<file path="src/rtl/jfpjc_stream_compare.sv">
// N-channel lockstep checker: per-channel FIFOs absorb skew, groups are compared against channel 0.
// Optional JPEG byte stuffing of the forwarded reference stream: JFPJC_STREAM_COMPARE_STUFF_EN.
module jfpjc_stream_compare #(
    parameter int CHANNELS    = 2,
    parameter int FIFO_DEPTH  = 16,
    parameter int COUNT_WIDTH = 24
) (
    input  logic                      clock,
    input  logic                      reset,
    input  logic                      clear,
    input  logic [CHANNELS-1:0]       in_valid,
    input  logic [8*CHANNELS-1:0]     in_data,
    output logic                      out_valid,
    output logic [7:0]                out_data,
    output logic [COUNT_WIDTH-1:0]    compared_count,
    output logic                      mismatch,
    output logic [2:0]                mismatch_channel,
    output logic [COUNT_WIDTH-1:0]    mismatch_index,
    output logic [7:0]                mismatch_expected,
    output logic [7:0]                mismatch_actual,
    output logic                      overflow,
    output logic [CHANNELS-1:0]       overflow_mask
);
    localparam int AW = $clog2(FIFO_DEPTH);
    localparam logic [AW:0]          PTR_ONE = (AW+1)'(1);
    localparam logic [COUNT_WIDTH-1:0] CNT_ONE = COUNT_WIDTH'(1);

    logic [CHANNELS-1:0][AW:0]                 wptr_q, rptr_q;
    logic [CHANNELS-1:0][FIFO_DEPTH-1:0][7:0]  mem_q;
    logic [CHANNELS-1:0]                       empty, full, push, drop;
    logic [CHANNELS-1:0][7:0]                  head;
    logic                                      pop, in_stuff;
    logic                                      diff_any;
    logic [2:0]                                diff_ch;
    logic [7:0]                                diff_byte;

    logic                   out_valid_q, out_valid_d;
    logic [7:0]             out_data_q, out_data_d;
    logic [COUNT_WIDTH-1:0] count_q, count_d;
    logic                   mism_q, mism_d;
    logic [2:0]             mch_q, mch_d;
    logic [COUNT_WIDTH-1:0] midx_q, midx_d;
    logic [7:0]             mexp_q, mexp_d, mact_q, mact_d;
    logic                   ovf_q, ovf_d;
    logic [CHANNELS-1:0]    ovfm_q, ovfm_d;

`ifdef JFPJC_STREAM_COMPARE_STUFF_EN
    typedef enum logic {EMIT, STUFF} state_e;
    state_e state_q, state_d;

    always_ff @(posedge clock or posedge reset) begin
        if (reset) state_q <= EMIT;
        else       state_q <= state_d;
    end

    always_comb begin
        state_d = state_q;
        case (state_q)
            EMIT:    if (pop && head[0] == 8'hFF) state_d = STUFF;
            STUFF:   state_d = EMIT;
            default: state_d = EMIT;
        endcase
        if (clear) state_d = EMIT;
    end

    assign in_stuff = (state_q == STUFF);
`else
    assign in_stuff = 1'b0;
`endif

    // Pointers carry one extra wrap bit so full and empty are distinguishable.
    always_comb begin
        pop = 1'b0;
        for (int c = 0; c < CHANNELS; c++) begin
            empty[c] = (wptr_q[c] == rptr_q[c]);
            full[c]  = (wptr_q[c][AW] != rptr_q[c][AW]) &&
                       (wptr_q[c][AW-1:0] == rptr_q[c][AW-1:0]);
            head[c]  = mem_q[c][rptr_q[c][AW-1:0]];
        end
        pop = (&(~empty)) && !in_stuff && !clear;
        for (int c = 0; c < CHANNELS; c++) begin
            push[c] = in_valid[c] && (!full[c] || pop) && !clear;
            drop[c] = in_valid[c] && full[c] && !pop && !clear;
        end
    end

    always_ff @(posedge clock or posedge reset) begin
        if (reset) begin
            wptr_q <= '0;
            rptr_q <= '0;
        end else if (clear) begin
            wptr_q <= '0;
            rptr_q <= '0;
        end else begin
            for (int c = 0; c < CHANNELS; c++) begin
                if (push[c]) wptr_q[c] <= wptr_q[c] + PTR_ONE;
                if (pop)     rptr_q[c] <= rptr_q[c] + PTR_ONE;
            end
        end
    end

    always_ff @(posedge clock) begin
        for (int c = 0; c < CHANNELS; c++)
            if (push[c]) mem_q[c][wptr_q[c][AW-1:0]] <= in_data[8*c +: 8];
    end

    // Scan downward so the last hit is the lowest diverging channel.
    always_comb begin
        diff_any  = 1'b0;
        diff_ch   = 3'd0;
        diff_byte = 8'h00;
        for (int c = CHANNELS-1; c >= 1; c--) begin
            if (head[c] != head[0]) begin
                diff_any  = 1'b1;
                diff_ch   = 3'(c);
                diff_byte = head[c];
            end
        end
    end

    always_comb begin
        out_valid_d = 1'b0;
        out_data_d  = out_data_q;
        count_d     = count_q;
        mism_d      = mism_q;
        mch_d       = mch_q;
        midx_d      = midx_q;
        mexp_d      = mexp_q;
        mact_d      = mact_q;
        ovf_d       = ovf_q | (|drop);
        ovfm_d      = ovfm_q | drop;
        if (pop) begin
            out_valid_d = 1'b1;
            out_data_d  = head[0];
            count_d     = count_q + CNT_ONE;
            if (diff_any && !mism_q) begin
                mism_d = 1'b1;
                mch_d  = diff_ch;
                midx_d = count_q;
                mexp_d = head[0];
                mact_d = diff_byte;
            end
        end else if (in_stuff) begin
            out_valid_d = 1'b1;
            out_data_d  = 8'h00;
        end
        if (clear) begin
            out_valid_d = 1'b0;
            out_data_d  = 8'h00;
            count_d     = '0;
            mism_d      = 1'b0;
            mch_d       = 3'd0;
            midx_d      = '0;
            mexp_d      = 8'h00;
            mact_d      = 8'h00;
            ovf_d       = 1'b0;
            ovfm_d      = '0;
        end
    end

    always_ff @(posedge clock or posedge reset) begin
        if (reset) begin
            out_valid_q <= 1'b0;
            out_data_q  <= 8'h00;
            count_q     <= '0;
            mism_q      <= 1'b0;
            mch_q       <= 3'd0;
            midx_q      <= '0;
            mexp_q      <= 8'h00;
            mact_q      <= 8'h00;
            ovf_q       <= 1'b0;
            ovfm_q      <= '0;
        end else begin
            out_valid_q <= out_valid_d;
            out_data_q  <= out_data_d;
            count_q     <= count_d;
            mism_q      <= mism_d;
            mch_q       <= mch_d;
            midx_q      <= midx_d;
            mexp_q      <= mexp_d;
            mact_q      <= mact_d;
            ovf_q       <= ovf_d;
            ovfm_q      <= ovfm_d;
        end
    end

    assign out_valid         = out_valid_q;
    assign out_data          = out_data_q;
    assign compared_count    = count_q;
    assign mismatch          = mism_q;
    assign mismatch_channel  = mch_q;
    assign mismatch_index    = midx_q;
    assign mismatch_expected = mexp_q;
    assign mismatch_actual   = mact_q;
    assign overflow          = ovf_q;
    assign overflow_mask     = ovfm_q;
endmodule

</file>
<file path="config.mk">
export PLATFORM = sky130hd
export DESIGN_NAME = jfpjc_stream_compare
export DESIGN_NICKNAME = d
export VERILOG_FILES = /design/src/rtl/jfpjc_stream_compare.sv
export SDC_FILE = /design/constraint.sdc
export NUM_CORES = 1
export LEC_CHECK = 0
export BUFFER_PORTS_ARGS = -buffer_cell sky130_fd_sc_hd__buf_2
export CORE_AREA = 2 2 161 163
export CTS_CLUSTER_DIAMETER = 80
export DETAILED_ROUTE_END_ITERATION = 10
export DIE_AREA = 0 0 163 165
export GPL_ROUTABILITY_DRIVEN = 0
export PLACE_DENSITY = 0.8
export SETUP_SLACK_MARGIN = 0.1
export SLEW_MARGIN = 10
export SYNTH_ARGS = -nofsm -noshare
export SYNTH_HDL_FRONTEND = slang
export SYNTH_SLANG_ARGS = --single-unit
</file>
<file path="constraint.sdc">
create_clock -name clock -period 8.32 [get_ports clock]
set_input_delay 0.416 -clock clock [delete_from_list [all_inputs] [get_ports clock]]
set_output_delay 0.416 -clock clock [all_outputs]
set_load 0.02 [all_outputs]
</file>
==> results of run 1 <==
[layout make-up]
class / count / area share
Clock inverter: 13 / 0.00629
Sequential cell: 354 / 0.607
Timing Repair Buffer: 115 / 0.0371
Clock buffer: 53 / 0.0633
Multi-Input combinational cell: 529 / 0.258
Tap cell: 330 / 0.0247
Inverter: 17 / 0.00397
Antenna cell: 1 / 0.000150
[per-stage QoR]
step / setup WS, ps / hold slack [ps]
floorplan: 5340 / 515
global placement: 4690 / 419
detailed placement: 4570 / 421
CTS: 4550 / 210
global route: 4420 / 227
finish: 4610 / 229
[flip-flops by register name, summed over array words and instances (netlist names), 8 cells and up]
| signal | cells |
|---|---|
| compared_count | 24 |
| mem_q | 256 |
| mismatch_actual | 8 |
| mismatch_expected | 8 |
| mismatch_index | 24 |
| out_data | 8 |
| rptr_q | 10 |
| wptr_q | 10 |
[power breakdown]
part           internal, mW  total, mW  switching [mW]  leakage, nW
logic                 0.315      0.779           0.464         1.86
registers              1.95       1.99          0.0351         3.66
clock network         0.920       1.58           0.661        0.582
total                  3.18       4.34            1.16         6.10
[metal layers]
layer / part of all wire / vias up
met3: 0.081 / 69
li1: - / 3746
met5: 0.00040 / -
met2: 0.49 / 423
met4: 0.027 / 2
met1: 0.40 / 4331
[final timing paths]
kind / start / endpoint / cells after the start
max: rptr_q[0]$_DFFE_PP0P_ / mismatch_expected[5]$_DFFE_PP0P_ / 9
min: in_valid[1] / overflow_mask[1]$_DFF_PP0_ / 3
max reg2reg: rptr_q[0]$_DFFE_PP0P_ / mismatch_expected[5]$_DFFE_PP0P_ / 9
min reg2reg: mismatch_channel[0]$_DFFE_PP0P_ / mismatch_channel[0]$_DFFE_PP0P_ / 1
max in group asynchronous: reset / rptr_q[0]$_DFFE_PP0P_ / 4
min in group asynchronous: reset / mismatch_index[14]$_DFFE_PP0P_ / 3
[cell families after synthesis]
logic type	Yosys count	synth area share
flops	354	0.686
other cells	1	0.000254
mux	110	0.130
fa+ha+maj	11	0.00930
xor+xnor	51	0.0302
compound gates	57	0.0246
simple gates	298	0.0964
buf+inv	72	0.0240
[cell usage after synthesis (17+ instances only)]
cell type / instances / area (um2)
nand2_1: 120 / 450
edfxtp_1: 256 / 7690
and2_1: 25 / 156
nand4_1: 18 / 113
nor2_1: 53 / 199
dfrtp_1: 98 / 2450
mux2i_1: 42 / 420
mux4_2: 64 / 1440
clkbuf_1: 29 / 109
inv_1: 17 / 63.8
nand3_1: 23 / 115
xnor2_1: 20 / 175
xor2_1: 31 / 272
a21oi_1: 20 / 100
[worst reg2reg max path, delay by kind of cell, from the launching register on]
kind	cells	cell delay [ps]
buffers and inverters	2	1130
multiplexers	2	1040
AO/OA/AOI/OAI	2	430
flip-flops	1	340
AND/OR/NAND/NOR	2	330
XOR/XNOR	1	320
==> impl_metrics.env, run 1 <==
export IMPL_hold_violations=0
export IMPL_fin_cells=1412
export IMPL_cp_arrival_ps=4110
export IMPL_coreArea_um2=25000
export IMPL_use_met1=0.345
export IMPL_reg2reg_slack_ps=4610
export IMPL_fillers=1633
export IMPL_portBuffers=98
export IMPL_slowest_stage="mux4_2"
export IMPL_cp_buffers_inverters=2
export IMPL_final_period_utilization=0.446
export IMPL_setup_violations=0
export IMPL_post_dp_cell_area_um2=15500
export IMPL_layout_commonest_cell="edfxtp_1"
export IMPL_layout_common_cells="edfxtp_1 (256), nand2_1 (120), buf_2 (98), dfrtp_1 (96), mux4_2 (64)"
export IMPL_outcome="finished, final reports clean"
export IMPL_cp_data_required_time_ps=8720
export IMPL_start_util=0.591
export IMPL_p_leak_nw=6.10
export IMPL_syn_inst=954
export IMPL_synth_edf_count=256
export IMPL_cts_buffers_inserted=36
export IMPL_grt_pass1_vias=8444
export IMPL_ys_ff_latch=354
export IMPL_slew_viol_final=0
export IMPL_slew_headroom=0.337
export IMPL_grt_pass1_wl_um=49500
export IMPL_synth_main_ff_cell="edfxtp_1"
export IMPL_viasPerCell=6.07
export IMPL_clk_latency_ps=530
export IMPL_critPathCaptureType="register"
export IMPL_wl_um=32200
export IMPL_dp_hpwl_um=19600
export IMPL_clk_pin_slew_worst_paths_ps=60
export IMPL_htreeDepth=2
export IMPL_drive_above_1_share=0.232
export IMPL_crit_chain="buf_4, mux4_2, a22oi_1, nand3_1, xor2_1, nor4_4, a211oi_4, buf_4, mux2_1"
export IMPL_hold_path_class="input pin to register"
export IMPL_io_pins=101
export IMPL_drt_iter0_markers=878
export IMPL_final_cell_area_um2=16700
export IMPL_cts_resized=0
export IMPL_root_buffer="clkbuf_16"
export IMPL_finalClockSkew_ps=32.0
export IMPL_max_stage_delay_ps=600
export IMPL_vias=8571
export IMPL_netlist_area_um2=14800
export IMPL_ff_latch_area_um2=10100
export IMPL_multiInputGateArea_um2=4310
export IMPL_worstMarginPinSlew_ps=991
export IMPL_dr_pass1_iters=5
export IMPL_dp_cells=1344
export IMPL_die_area_um2=26900
export IMPL_critical_path_top_delay_family="buffers and inverters"
export IMPL_synthToLayoutAreaGrowth_pct=13.0
export IMPL_num_rows=58
export IMPL_drcViolationCount=0
export IMPL_layout_nets=1085
export IMPL_final_util=0.668
export IMPL_busiest_layer="met2"
export IMPL_cts_tree="yes"
export IMPL_post_drt_wl_per_cell_um=22.8
export IMPL_max_vdd_ir_drop_mv=0.148
export IMPL_grtUsageTotal=0.247
export IMPL_power_mw=4.34
export IMPL_powerDensity_nw_per_um2=260
export IMPL_tns_ps=0
export IMPL_synth_cell_types=46
export IMPL_rsz0062_at_grt="false"
export IMPL_timing_max_cap_violations=0
export IMPL_ctsHoldBuffers=1
export IMPL_crit_type="register to register"
export IMPL_drtAntennaViolNets=0
export IMPL_worst_path_max_fanout=41
export IMPL_grt_use_met2=0.397
export IMPL_gr_total_overflow=0
export IMPL_worst_setup_path_start_kind="register"
export IMPL_syn_avg_cell_area_um2=15.5
export IMPL_clock_path_buffers=3
export IMPL_yosys_warnings=0
export IMPL_use_met3=0.0472
export IMPL_die_y_um=165
export IMPL_grt_antenna_before_repair=2
export IMPL_ys_seq_area_frac=0.686
export IMPL_fin_crit_ps=3710
export IMPL_critPathMostFrequentCell="buf_4"
export IMPL_clock_sinks=354
export IMPL_max_freq_mhz=270
export IMPL_async_flop_share=0.277
export IMPL_postCtsSetupBuffers=0
export IMPL_fp_dieW_um=163
export IMPL_grt_max_degree=77
Power figures use the tool's default switching activity.
==> run 2: changes to the inputs <==
CORE_AREA = 2 2 169 171   (was 2 2 161 163)
DIE_AREA = 0 0 171 173   (was 0 0 163 165)
PLACE_DENSITY = 0.77   (was 0.8)
clock period = 3 ns   (was 8.32 ns; I/O delays follow)
==> impl_metrics.env, run 2 (same netlist as run 1, synthesis figures left out) <==
export IMPL_largest_reg_flops=256
export IMPL_p_leak_nw=6.78
export IMPL_fin_crit_ps=2940
export IMPL_post_drt_wl_per_cell_um=23.5
export IMPL_grtUsageTotal=0.238
export IMPL_worst_setup_path_start_kind="register"
export IMPL_die_area_um2=29600
export IMPL_outcome="finished, final reports clean"
export IMPL_met2WireLength_um=18100
export IMPL_start_util=0.535
export IMPL_critPathCaptureType="register"
export IMPL_grt_pass1_wl_um=53000
export IMPL_min_from="in_data[8]"
export IMPL_worst_path_max_fanout=10
export IMPL_grt_antenna_before_repair=1
export IMPL_clk_pin_slew_worst_paths_ps=70
export IMPL_layout_common_cells="edfxtp_1 (256), nand2_1 (120), buf_2 (98), dfrtp_1 (93), buf_4 (73)"
export IMPL_dr_pass1_iters=8
export IMPL_endpoint="mismatch_index[9]$_DFFE_PP0P_"
export IMPL_cts_tree="yes"
export IMPL_drt_iter0_markers=1088
export IMPL_hold_path_class="input pin to register"
export IMPL_clk_latency_ps=540
export IMPL_drive_above_1_share=0.324
export IMPL_finalClockSkew_ps=32.3
export IMPL_vias=9208
export IMPL_timing_max_cap_violations=0
export IMPL_grt_max_degree=85
export IMPL_fin_cells=1557
export IMPL_powerDensity_nw_per_um2=734
export IMPL_io_pins=101
export IMPL_drt_met1_wl_um=13800
export IMPL_root_buffer="clkbuf_16"
export IMPL_reg2reg_slack_ps=60
export IMPL_slowest_stage="mux4_2"
export IMPL_clock_path_buffers=3
export IMPL_reg2reg_to="mismatch_index[9]$_DFFE_PP0P_"
export IMPL_drcViolationCount=0
export IMPL_dp_cells=1448
export IMPL_max_freq_mhz=340
export IMPL_slew_headroom=0.295
export IMPL_cp_data_required_time_ps=3400
export IMPL_cts_buffers_inserted=37
export IMPL_final_util=0.660
export IMPL_worstMarginPinSlew_ps=1060
export IMPL_coreArea_um2=27600
export IMPL_crit_type="register to register"
export IMPL_rr_worst_depth=10
export IMPL_slew_viol_final=0
export IMPL_max_vdd_ir_drop_mv=0.574
export IMPL_cp_arrival_ps=3340
export IMPL_hold_violations=0
export IMPL_gr_total_overflow=0
export IMPL_cp_startpoint="rptr_q[6]$_DFFE_PP0P_"
export IMPL_layout_commonest_cell="edfxtp_1"
export IMPL_layout_nets=1181
export IMPL_grt_pass1_vias=9012
export IMPL_final_period_utilization=0.980
export IMPL_max_stage_delay_ps=500
export IMPL_top_layer_used="met4"
export IMPL_synthToLayoutAreaGrowth_pct=23.3
export IMPL_clock_sinks=354
export IMPL_rr_startpoint="rptr_q[6]$_DFFE_PP0P_"
export IMPL_whs_ps=15.8
export IMPL_wl_met3_um=3490
export IMPL_crit_chain="buf_12, mux4_2, mux2i_1, mux2i_4, xor2_2, nor4_4, a211oi_4, buf_12, buf_16, mux2i_4"
export IMPL_setup_violations=0
export IMPL_viasPerCell=5.91
export IMPL_fp_dieW_um=171
export IMPL_fillers=1822
export IMPL_num_rows=61
export IMPL_tns_ps=0
export IMPL_dp_hpwl_um=21000
export IMPL_wl_um=36500
export IMPL_die_y_um=173
export IMPL_portBuffers=98
export IMPL_htreeDepth=2
export IMPL_drtAntennaViolNets=0
export IMPL_rsz0062_at_grt="true"
## run 2: how the worst min path moves through the flow
stage                                      end  slack [ps]  depth (start not counted)
finish                    mem_q[128]$_DFFE_PP_          20                          1
global route              mem_q[128]$_DFFE_PP_          20                          1
CTS                       mem_q[139]$_DFFE_PP_           4                          1
floorplan                   mem_q[0]$_DFFE_PP_         250                          0
global placement    overflow_mask[1]$_DFF_PP0_         460                          3
detailed placement  overflow_mask[1]$_DFF_PP0_         470                          3
## run 2: timing repair
action	4_1_cts	5_1_grt
pin swaps	7	20
hold endpoints to repair	154	0
setup endpoints to repair	36	49
gates cloned	2	3
resized for setup	31	46
setup buffers	7	21
hold buffers	9	0
## run 2: area by class of cell
type	instances	area, um2	area share
Sequential cell	354	10100	0.556
Multi-Input combinational cell	529	4620	0.253
Timing Repair Buffer	210	1720	0.0945
Clock buffer	49	991	0.0543
Tap cell	378	473	0.0259
Clock inverter	19	219	0.0120
Inverter	17	66.3	0.00364
Antenna cell	1	2.50	0.000137
## run 2: per-stage QoR
step / power [mW] / instance area, um2 / setup slack (ps)
after floorplan: 7.24 / 14800 / 137
after global placement: 8.03 / 16200 / 62.6
after detailed placement: 8.07 / 16200 / -41.6
after CTS: 12.8 / 17800 / 45.6
after global routing: 13.8 / 18200 / -37.0
final: 13.4 / 18200 / 59.5
## run 2: worst max-delay path, delay by kind of cell, from the launching register on
kind,cells,cell delay [ps]
buf+inv,3,510
flops,1,480
xor+xnor,1,210
simple gates,1,340
compound gates,1,130
mux,4,1120
## run 2: where the power goes
part           internal (mW)  total, mW  leakage, nW  switching, mW
clock network           2.70       4.60        0.592           1.90
logic                   1.60       3.24         2.53           1.63
registers               5.41       5.55         3.66          0.139
## run 2: metal layers
layer,vias to the layer above,GRT usage
met2,564,0.387
li1,3936,-
met3,81,0.0442
met4,0,0.0777
met5,-,0
met1,4627,0.328
